[src/rtl/lcd_sequencer_if.sv]
// lcd_sequencer_if
// Strobe/data bus between the LCD command sequencer and the LCD bus
// controller.
//   nCS  chip select, active low            (master -> slave)
//   nWR  write request, active low          (master -> slave)
//   nRD  read request, active low           (master -> slave)
//   RS   register select, 0=cmd 1=data      (master -> slave)
//   DB   8-bit LCD data bus                 (master -> slave)
//   RDY  controller ready handshake         (slave  -> master)
interface lcd_sequencer_if;
  logic       nCS;
  logic       nWR;
  logic       nRD;
  logic       RS;
  logic [7:0] DB;
  logic       RDY;

  modport master (
    output nCS,
    output nWR,
    output nRD,
    output RS,
    output DB,
    input  RDY
  );

  modport slave (
    input  nCS,
    input  nWR,
    input  nRD,
    input  RS,
    input  DB,
    output RDY
  );
endinterface

[src/rtl/lcd_sequencer.sv]
// lcd_sequencer
// Upstream command source for the LCD bus controller. After reset it waits
// for LCD power-up, sends the HD44780 init list (0x38, 0x0C, 0x06, 0x01),
// then on each refresh request rewrites the 2x16 display from a 32-byte
// character buffer written by the host.
//
// Optional feature macro: LCD_SEQ_TIMEOUT_EN
//   Defined  : each RDY handshake is bounded by TIMEOUT_CYCLES; on expiry the
//              sticky err flag is set and the current list is abandoned.
//   Undefined: handshake waits are unbounded and err is tied 0.
//
// Ports:
//   clk        system clock, rising edge
//   nRst       asynchronous active-low reset
//   buf_we     host write strobe into the character buffer
//   buf_addr   buffer address, 0-15 line 1, 16-31 line 2
//   buf_data   ASCII character to write
//   refresh    single-cycle pulse requesting a full display rewrite
//   lcd        strobe/data bus to the controller (master modport)
//   init_done  high once the init list has completed
//   seq_busy   high while any transfer or refresh is in progress
//   err        sticky handshake timeout flag
module lcd_sequencer #(
  parameter int unsigned CLK_HZ         = 50000000,
  parameter int unsigned POWER_CYCLES   = CLK_HZ / 25,
  parameter int unsigned TIMEOUT_CYCLES = 65535
) (
  input  logic                  clk,
  input  logic                  nRst,
  input  logic                  buf_we,
  input  logic [4:0]            buf_addr,
  input  logic [7:0]            buf_data,
  input  logic                  refresh,
  lcd_sequencer_if.master       lcd,
  output logic                  init_done,
  output logic                  seq_busy,
  output logic                  err
);

  if (POWER_CYCLES < 1) begin : g_power_check
    $error("lcd_sequencer: POWER_CYCLES must be at least 1");
  end
  if (TIMEOUT_CYCLES < 1 || TIMEOUT_CYCLES > 65535) begin : g_timeout_check
    $error("lcd_sequencer: TIMEOUT_CYCLES must fit the 16-bit wait counter");
  end

  typedef enum logic [2:0] {
    stPowerWait,
    stLoad,
    stIssue,
    stWaitLow,
    stWaitHigh,
    stNext,
    stIdle
  } state_t;

  state_t      state;
  logic [31:0] pwr_cnt;
  logic [5:0]  item_idx;
  logic        in_refresh;
  logic        refresh_pend;

  logic        ncs_q;
  logic        nwr_q;
  logic        rs_q;
  logic [7:0]  db_q;
  logic        init_done_q;
  logic        seq_busy_q;

  logic [7:0]  char_buf [32];

  logic [4:0]  buf_idx;
  logic        item_rs;
  logic [7:0]  item_db;
  logic [5:0]  last_idx;

  // Character buffer: written by the host at any time, never reset. The
  // sequencer captures a byte into db_q only in stLoad, so a host write that
  // lands while that byte is on the bus affects the next refresh only.
  always_ff @(posedge clk) begin
    if (buf_we) begin
      char_buf[buf_addr] <= buf_data;
    end
  end

  // Current list item. Init list: 4 commands. Refresh list: 34 items, a
  // set-DDRAM-address command ahead of each 16-character line. Buffer index
  // arithmetic is mod 32: item 1-16 -> buf 0-15, item 18-33 -> buf 16-31.
  always_comb begin
    item_rs = 1'b0;
    item_db = 8'h00;
    buf_idx = 5'd0;
    if (!in_refresh) begin
      case (item_idx[1:0])
        2'd0:    item_db = 8'h38;
        2'd1:    item_db = 8'h0C;
        2'd2:    item_db = 8'h06;
        default: item_db = 8'h01;
      endcase
    end else if (item_idx == 6'd0) begin
      item_db = 8'h80;
    end else if (item_idx <= 6'd16) begin
      buf_idx = item_idx[4:0] - 5'd1;
      item_rs = 1'b1;
      item_db = char_buf[buf_idx];
    end else if (item_idx == 6'd17) begin
      item_db = 8'hC0;
    end else begin
      buf_idx = item_idx[4:0] - 5'd2;
      item_rs = 1'b1;
      item_db = char_buf[buf_idx];
    end
  end

  assign last_idx = in_refresh ? 6'd33 : 6'd3;

`ifdef LCD_SEQ_TIMEOUT_EN
  localparam logic [15:0] TimeoutLast = 16'(TIMEOUT_CYCLES - 1);
  logic [15:0] to_cnt;
  logic        err_q;
`endif

  // Sequencer FSM. Strobes are registered: nCS/nWR are low exactly while the
  // state register holds stIssue. DB/RS are loaded in stLoad and untouched
  // until the next stLoad, so they are stable across the whole handshake.
  // A refresh pulse in any non-idle state is remembered in refresh_pend;
  // stIdle consumes it (or drops it if init never completed).
  always_ff @(posedge clk or negedge nRst) begin
    if (!nRst) begin
      state        <= stPowerWait;
      pwr_cnt      <= '0;
      item_idx     <= '0;
      in_refresh   <= 1'b0;
      refresh_pend <= 1'b0;
      ncs_q        <= 1'b1;
      nwr_q        <= 1'b1;
      rs_q         <= 1'b0;
      db_q         <= 8'h00;
      init_done_q  <= 1'b0;
      seq_busy_q   <= 1'b1;
`ifdef LCD_SEQ_TIMEOUT_EN
      to_cnt       <= '0;
      err_q        <= 1'b0;
`endif
    end else begin
      if (refresh) begin
        refresh_pend <= 1'b1;
      end

      case (state)
        stPowerWait: begin
          if (pwr_cnt == POWER_CYCLES - 1) begin
            pwr_cnt    <= '0;
            item_idx   <= '0;
            in_refresh <= 1'b0;
            state      <= stLoad;
          end else begin
            pwr_cnt <= pwr_cnt + 32'd1;
          end
        end

        stLoad: begin
          db_q  <= item_db;
          rs_q  <= item_rs;
          ncs_q <= 1'b0;
          nwr_q <= 1'b0;
`ifdef LCD_SEQ_TIMEOUT_EN
          to_cnt <= '0;
`endif
          state <= stIssue;
        end

        stIssue: begin
          ncs_q <= 1'b1;
          nwr_q <= 1'b1;
          state <= stWaitLow;
        end

        stWaitLow: begin
`ifdef LCD_SEQ_TIMEOUT_EN
          if (to_cnt == TimeoutLast) begin
            err_q      <= 1'b1;
            seq_busy_q <= 1'b0;
            in_refresh <= 1'b0;
            state      <= stIdle;
          end else begin
            to_cnt <= to_cnt + 16'd1;
            if (!lcd.RDY) begin
              state <= stWaitHigh;
            end
          end
`else
          if (!lcd.RDY) begin
            state <= stWaitHigh;
          end
`endif
        end

        stWaitHigh: begin
`ifdef LCD_SEQ_TIMEOUT_EN
          if (to_cnt == TimeoutLast) begin
            err_q      <= 1'b1;
            seq_busy_q <= 1'b0;
            in_refresh <= 1'b0;
            state      <= stIdle;
          end else begin
            to_cnt <= to_cnt + 16'd1;
            if (lcd.RDY) begin
              state <= stNext;
            end
          end
`else
          if (lcd.RDY) begin
            state <= stNext;
          end
`endif
        end

        stNext: begin
          if (item_idx == last_idx) begin
            if (!in_refresh) begin
              init_done_q <= 1'b1;
            end
            in_refresh <= 1'b0;
            seq_busy_q <= 1'b0;
            state      <= stIdle;
          end else begin
            item_idx <= item_idx + 6'd1;
            state    <= stLoad;
          end
        end

        stIdle: begin
          // A refresh is only honoured once init has completed; after an
          // init-time timeout the display is left alone.
          refresh_pend <= 1'b0;
          if ((refresh || refresh_pend) && init_done_q) begin
            seq_busy_q <= 1'b1;
            in_refresh <= 1'b1;
            item_idx   <= '0;
            state      <= stLoad;
          end else begin
            seq_busy_q <= 1'b0;
          end
        end

        default: begin
          state <= stPowerWait;
        end
      endcase
    end
  end

  assign lcd.nCS  = ncs_q;
  assign lcd.nWR  = nwr_q;
  assign lcd.nRD  = 1'b1;
  assign lcd.RS   = rs_q;
  assign lcd.DB   = db_q;
  assign init_done = init_done_q;
  assign seq_busy  = seq_busy_q;

`ifdef LCD_SEQ_TIMEOUT_EN
  assign err = err_q;
`else
  assign err = 1'b0;
`endif

endmodule

[src/flat_wrapper.sv]
// flat-port wrapper written by rule: the top's interface ports become plain ports
module lcd_sequencer_flat 
#(
  parameter int unsigned CLK_HZ         = 50000000,
  parameter int unsigned POWER_CYCLES   = CLK_HZ / 25,
  parameter int unsigned TIMEOUT_CYCLES = 65535
)
  (clk, nRst, buf_we, buf_addr, buf_data, refresh, init_done, seq_busy, err, lcd_nCS, lcd_nWR, lcd_nRD, lcd_RS, lcd_DB, lcd_RDY);
  lcd_sequencer_if lcd_i ();
  input  logic clk;
  input  logic nRst;
  input  logic buf_we;
  input  logic [4:0] buf_addr;
  input  logic [7:0] buf_data;
  input  logic refresh;
  output logic init_done;
  output logic seq_busy;
  output logic err;
  output wire logic [$bits(lcd_i.nCS)-1:0] lcd_nCS;
  output wire logic [$bits(lcd_i.nWR)-1:0] lcd_nWR;
  output wire logic [$bits(lcd_i.nRD)-1:0] lcd_nRD;
  output wire logic [$bits(lcd_i.RS)-1:0] lcd_RS;
  output wire logic [$bits(lcd_i.DB)-1:0] lcd_DB;
  input wire logic [$bits(lcd_i.RDY)-1:0] lcd_RDY;
  assign lcd_nCS = lcd_i.nCS;
  assign lcd_nWR = lcd_i.nWR;
  assign lcd_nRD = lcd_i.nRD;
  assign lcd_RS = lcd_i.RS;
  assign lcd_DB = lcd_i.DB;
  assign lcd_i.RDY = lcd_RDY;
  lcd_sequencer #(.CLK_HZ(CLK_HZ), .POWER_CYCLES(POWER_CYCLES), .TIMEOUT_CYCLES(TIMEOUT_CYCLES)) u_core (.clk(clk), .nRst(nRst), .buf_we(buf_we), .buf_addr(buf_addr), .buf_data(buf_data), .refresh(refresh), .lcd(lcd_i), .init_done(init_done), .seq_busy(seq_busy), .err(err));
endmodule
[config.mk]
export PLATFORM = sky130hd
export DESIGN_NAME = lcd_sequencer_flat
export DESIGN_NICKNAME = d
export VERILOG_FILES = /design/src/rtl/lcd_sequencer_if.sv /design/src/rtl/lcd_sequencer.sv /design/src/flat_wrapper.sv
export SDC_FILE = /design/constraint.sdc
export NUM_CORES = 1
export LEC_CHECK = 0
export ABC_AREA = 1
export ABC_CLOCK_PERIOD_IN_PS = 6400
export BUFFER_PORTS_ARGS = -buffer_cell sky130_fd_sc_hd__buf_4
export CAP_MARGIN = 20
export CORE_MARGIN = 2
export CORE_UTILIZATION = 43
export DETAILED_ROUTE_END_ITERATION = 16
export GPL_ROUTABILITY_DRIVEN = 0
export PLACE_DENSITY = 0.64
export SYNTH_ARGS = -nofsm -noshare
export SYNTH_HDL_FRONTEND = slang
export SYNTH_SLANG_ARGS = --single-unit
[constraint.sdc]
create_clock -name clk -period 6.4 [get_ports clk]
set_clock_uncertainty 0.2 [all_clocks]
set_input_delay 0 -clock clk [delete_from_list [all_inputs] [get_ports clk]]
set_output_delay 0 -clock clk [all_outputs]
set_load 0.005 [all_outputs]
* Yosys cells after proc, flatten, opt, wreduce, memory -nomap -nowiden *
Memories as Yosys holds them, arrays and structs flattened.
Cells that the tools add are included.

word-level totals
  word-level logic and storage cells = 80
  memories = 1
  RAM bits = 256
  input bits = 18
  register bits after elaboration = 55
  output and inout bits = 15

operators by class
  reduce and logical (&&, ||, !) cells = 14
  magnitude comparators = 1
  add/sub/neg operators = 4
  mux-type cells = 32
  equal/unequal tests = 17
  bitwise gates (word level) = 1

memory list
  memory           words  width  read ports  clocked after Yosys merged registers in  write ports  RTL line             text
  u_core.char_buf  32     8      2           0                                        1            lcd_sequencer.sv:70  logic [7:0] char_buf [32];

operators with widths
  operator                                                count
  one-hot mux 6 bit (3 select lines)                      2
  adder 32 x 1 -> 32 bit (second input constant)          1
  equality test 32 x 21 -> 1 bit (second input constant)  1
  two-way mux 32 bit                                      1
  two-way mux 8 bit                                       4
  two-way mux 6 bit                                       4
  one-hot mux 3 bit (7 select lines)                      1
  two-way mux 3 bit                                       5
  two-way mux 1 bit                                       12
  AND reduction 4 bit                                     3
  equality test 3 bit (second input constant)             3
  adder 6 x 1 -> 6 bit (second input constant)            1
  equality test 3 x 2 -> 1 bit (second input constant)    2
  equality test 6 x 5 -> 1 bit (second input constant)    1
  equality test 6 bit                                     1
  <= comparator 6 x 5 -> 1 bit (second input constant)    1
  logical NOT 6 bit                                       1
  != test 2 x 1 -> 1 bit (second input constant)          3
  != test 2 bit (second input constant)                   3
  nonzero test 2 bit                                      3
  subtractor 5 x 1 -> 5 bit (second input constant)       1
  subtractor 5 x 2 -> 5 bit (second input constant)       1
  one-hot mux 1 bit (2 select lines)                      2
  equality test 3 x 1 -> 1 bit (second input constant)    1
  other kinds (11)                                        11

* Depth between registers and ports, before layout *
An unclocked memory read counts as a cell.

  depth after elaboration = 6
  depth in mapped cells = 19

* Worst setup path before layout *
OpenSTA, ideal clock, no wires.

  path kind = reg2reg
  from = register u_core.item_idx[1]
  to = register u_core.db_q[5], in the netlist u_core.lcd.DB[5]
  path buffers = 5
  stages on the path, launching flop included = 18
  setup slack = 3.825 ns
  data arrival time = 2.251 ns
  setup time = 0.125 ns
  clock period less this slack = 2.575 ns
  cell sequence = dfrtp_1 buf_2 inv_2 buf_4 buf_2 ha_1 buf_2 inv_2 clkbuf_1 nand3_1 nand3_1 nand3_1 nand3_1 nand2_1 nand2_1 nand2_1 nand2_1 a21oi_1

on the way
  longest elaborated chain between the ends = 6

RTL lines
  what                       RTL line              text
  from (decl)                lcd_sequencer.sv:59   logic [5:0] item_idx;
  from (signal assigned)     lcd_sequencer.sv:228  item_idx <= item_idx + 6'd1;
  subtractor 5 x 2 -> 5 bit  lcd_sequencer.sv:109  buf_idx = item_idx[4:0] - 5'd2;
  memory read (32 x 8 bit)   n/a
  two-way mux 8 bit          lcd_sequencer.sv:106  end else if (item_idx == 6'd17) begin
  two-way mux 8 bit          lcd_sequencer.sv:102  end else if (item_idx <= 6'd16) begin
  two-way mux 8 bit          lcd_sequencer.sv:100  end else if (item_idx == 6'd0) begin
  two-way mux 8 bit *        lcd_sequencer.sv:93   if (!in_refresh) begin
  to (signal assigned)       lcd_sequencer.sv:163  db_q <= item_db;
  to (decl)                  lcd_sequencer.sv:66   logic [7:0] db_q;

Every way passes the cells marked *; elsewhere a longest branch is shown, timed or not.
A chain may end at the register's enable or synchronous reset.

* Final worst setup path *
  from = register u_core.item_idx[0]
  to = register u_core.db_q[0], in the netlist u_core.lcd.DB[0]

The elaborated chain is that of the path after synthesis.

==> metrics.md <==
| Metric | Value |
|---|---|
| Initial antenna violation count | 2 |
| Combinational fraction of design power | 0.456 |
| Top Ports | 33 |
| RSZ-0062 raised after global routing | no |
| Number of global-route vias before repair | 13.46k |
| Synth top area share | 0.4560 |
| Post-Place Setup Slack | 2444 ps |
| Worst path cell trace | inv_6 -> buf_4 -> buf_4 -> nand2_1 -> nand3_1 -> nand3_1 -> nand3_1 -> nand3_1 -> nand2_1 -> nand2_1 -> nand2_1 -> nand2_1 -> a21oi_1 |
| Skew-Pair Late Insertion Delay | 540 ps |
| Min-Delay Path Class | input pin to register |
| Post-layout nets | 1,992 |
| CTS tree | built |
| Slew margin rel. | 0.2783 |
| Power per Cell Area | 428.3 nW/um^2 |
| Clk sinks | 311 |
| Worst path arrival time | 4370 ps |
| Synth Register Bits | 311 |
| Ys Warns | 0 |
| Area leader, netlist | edfxtp_1 |
| Number of diodes | 0 |
| # hold bufs at CTS | 17 |
| Synth Flop Type | edfxtp_1 |
| Width of the die | 202.0 microns |
| Synth Instances | 1,982 |
| Htree depth | 2 |
| Hold Path Stages | 4 |
| CP most frequent cell | nand2_1 |
| Max VDD drop | 274.1 uV |
| Most frequent cells in the layout | nand2_1 (635), nand3_1 (413), edfxtp_1 (256), inv_1 (159), nor2_1 (104) |
| Total GRT Usage | 0.2348 |
| Die height | 202.0 microns |
| Routed Antenna Nets | 0 |
| R2R depth | 13 |
| Via density | 5.575 |
| Via count | 13.99k |
| Die area | 40,810 sq um |
| Layout cells sized above 1 | 0.07032 |
| TritonRoute pass-1 iters | 9 |
| Part of the power in registers | 0.302 |
| Max_cap viols | 0 |
| Switching share of power | 0.4417 |
| Netlist cell types | 47 |
| Worst-path clk slew | 60 ps |
| Detailed Route Iter0 Violations | 1,520 |
| Leak | 7.547 nW |
| Final WL | 48.04 mm |
| Clock buffer count from CTS | 36 |
| CP max FO | 86 |
| Routed WL per cell | 19.15 microns |
| PortBufs | 30 |
| Global route total overflow | 0 |
| Slowest CP cell | buf_4 |
| Post-layout minimum cycle time | 4107 ps |
| Reg-to-reg endpoint | u_core.lcd.DB[0] |
| Storage element area | 9071 sq um |
| Area of the multi-input gates | 6524 sq um |
| Dpl cells | 2,428 |
| Pins Over Slew Limit | 0 |
| Post-Syn Nets | 2,009 |
| Net Switching | 3.500 mW |
| Final Power | 7.924 mW |
| Largest net degree at the start of global routing | 102 |
| Fill cells | 3,633 |
| Post-route setup TNS | 0 ps |
| Post-synthesis sequential area ratio | 0.5378 |
| Critical Path RT | 6660 ps |
| Setup WS post-layout | 2293 ps |
| Worst Setup End Kind | register |
| Hold EP | u_core.refresh_pend |
| DRC Markers | 0 |
| CTS Buffer Depth | 3 |
| Cell-internal power | 4.424 mW |
| Worst slew pin tran | 1079 ps |
| Mean Syn Cell Area | 8.506 sq um |
| Most common cell after layout, fill and taps aside | nand2_1 |
| Starting Density | 0.4362 |
| Fin. Hold Viols | 0 |
| Layout area overhead | 9.745% |
| Synth top area cells | edfxtp_1 (46%), nand2_1 (14%), nand3_1 (12%) |
| Setup Crit Path Kind | register to register |
| Outcome | complete, no violations |
| FFs w/ async S/R, synth | 0.1768 |
| RR Startpoint | u_core.item_idx[0] |
| Max stage delay on crit path | 810 ps |
| Nature of the critical path startpoint | register |
| Fmax | 0.2435 GHz |
| Hold path start | refresh |
| Setup Buffers After CTS | 0 |
| EDFF count, synth | 256 |
| CTS Root Cell | clkbuf_16 |
| Clock Power Share | 0.242 |
| First-pass GRT wire length | 74.33 mm |
| Hold Slack | 64.54 ps |
| Fin cells | 2,509 |
| Final HPWL from detailed placement | 30.14 mm |
| Post-CTS Resized | 0 |
| Core area | 38,650 sq um |
| Rows | 72 |
| Synthesized cell area | 16,860 sq um |
| Final Cycle Share | 0.6418 |
| # setup viols final | 0 |
| Reg2reg setup slack | 2290 ps |
[Yosys cell counts, types with 2 or more instances]
library cell	instances
o211ai_1	37
a21oi_4	2
clkbuf_1	18
nor2_4	3
xnor2_1	4
xor2_1	25
o22ai_1	4
inv_1	159
buf_2	69
nor3_1	16
nand2_2	8
nand3b_1	2
edfxtp_1	256
nand4_1	22
ha_1	9
nor4_1	4
nor3_2	2
nor2_1	104
dfrtp_1	53
buf_6	3
dfstp_2	2
o21ai_1	13
o21ai_0	38
buf_4	22
inv_2	9
nand2_1	635
nand3_1	413
nand3_2	3
buf_1	5
conb_1	2
or2_2	2
a21oi_1	23
[logic make-up after synthesis]
family	count (synthesis)	synth area share
AND/OR/NAND/NOR	1223	0.3188
flip-flops	311	0.5378
buffers and inverters	287	0.07540
AO/OA/AOI/OAI	119	0.04327
XOR/XNOR	31	0.01766
adder cells (fa/ha/maj)	9	0.006680
other	2	0.0004455
[state kept, by name (all words and copies together) (netlist names), 3 cells and up]
register,flops
u_core.pwr_cnt,32
u_core.state,3
u_core.item_idx,6
u_core.lcd.DB,8
u_core.char_buf,256
[worst max-delay path by stage]
stage / from / endpoint / slack, ps / depth (start not counted)
final: u_core.item_idx[0] / u_core.lcd.DB[0] / 2290 / 13
after detailed placement: u_core.item_idx[0] / u_core.lcd.DB[0] / 2440 / 13
after CTS: u_core.item_idx[0] / u_core.lcd.DB[0] / 2400 / 13
after floorplan: u_core.item_idx[1] / u_core.lcd.DB[5] / 3820 / 17
after global routing: u_core.item_idx[0] / u_core.lcd.DB[0] / 2050 / 13
after global placement: u_core.item_idx[0] / u_core.lcd.DB[0] / 2430 / 13
[critical path, delay by kind of cell (launching register included)]
kind	cells	cell delay [ps]
AO/OA/AOI/OAI	1	120
AND/OR/NAND/NOR	9	1050
buffers and inverters	3	1900
flip-flops	1	660
[metrics by stage]
step                      area, sq um  utilization
after floorplan                 16860            -
after global placement          17200       0.4451
after detailed placement        17240       0.4461
after CTS                       18500       0.4787
after global routing            18500       0.4787
final                           18500       0.4787
[power groups by stage]
stage	Clock, mW	Sequential [mW]	Combinational [mW]
after floorplan	0	2.38	2.52
after global placement	0	2.43	3.44
after detailed placement	0	2.43	3.51
after CTS	1.95	2.39	3.54
after global routing	2.03	2.41	3.95
final	1.92	2.40	3.61
[final cells by class]
type | count | area share
Sequential cell | 311 | 0.4903
Inverter | 170 | 0.03476
Multi-Input combinational cell | 1384 | 0.3526
Clock buffer | 47 | 0.05207
Clock inverter | 17 | 0.005951
Tap cell | 518 | 0.03503
Timing Repair Buffer | 62 | 0.02928
[metal layers]
| layer | vias to the layer above | wire, microns | global-route usage |
|---|---|---|---|
| met5 | - | 13 | 0 |
| met4 | 2 | 1736 | 0.1053 |
| met3 | 122 | 3967 | 0.04273 |
| met2 | 620 | 22570 | 0.3849 |
| met1 | 6652 | 19750 | 0.3041 |
| li1 | 6591 | - | - |
No activity file was read; power rests on OpenSTA's default activity.
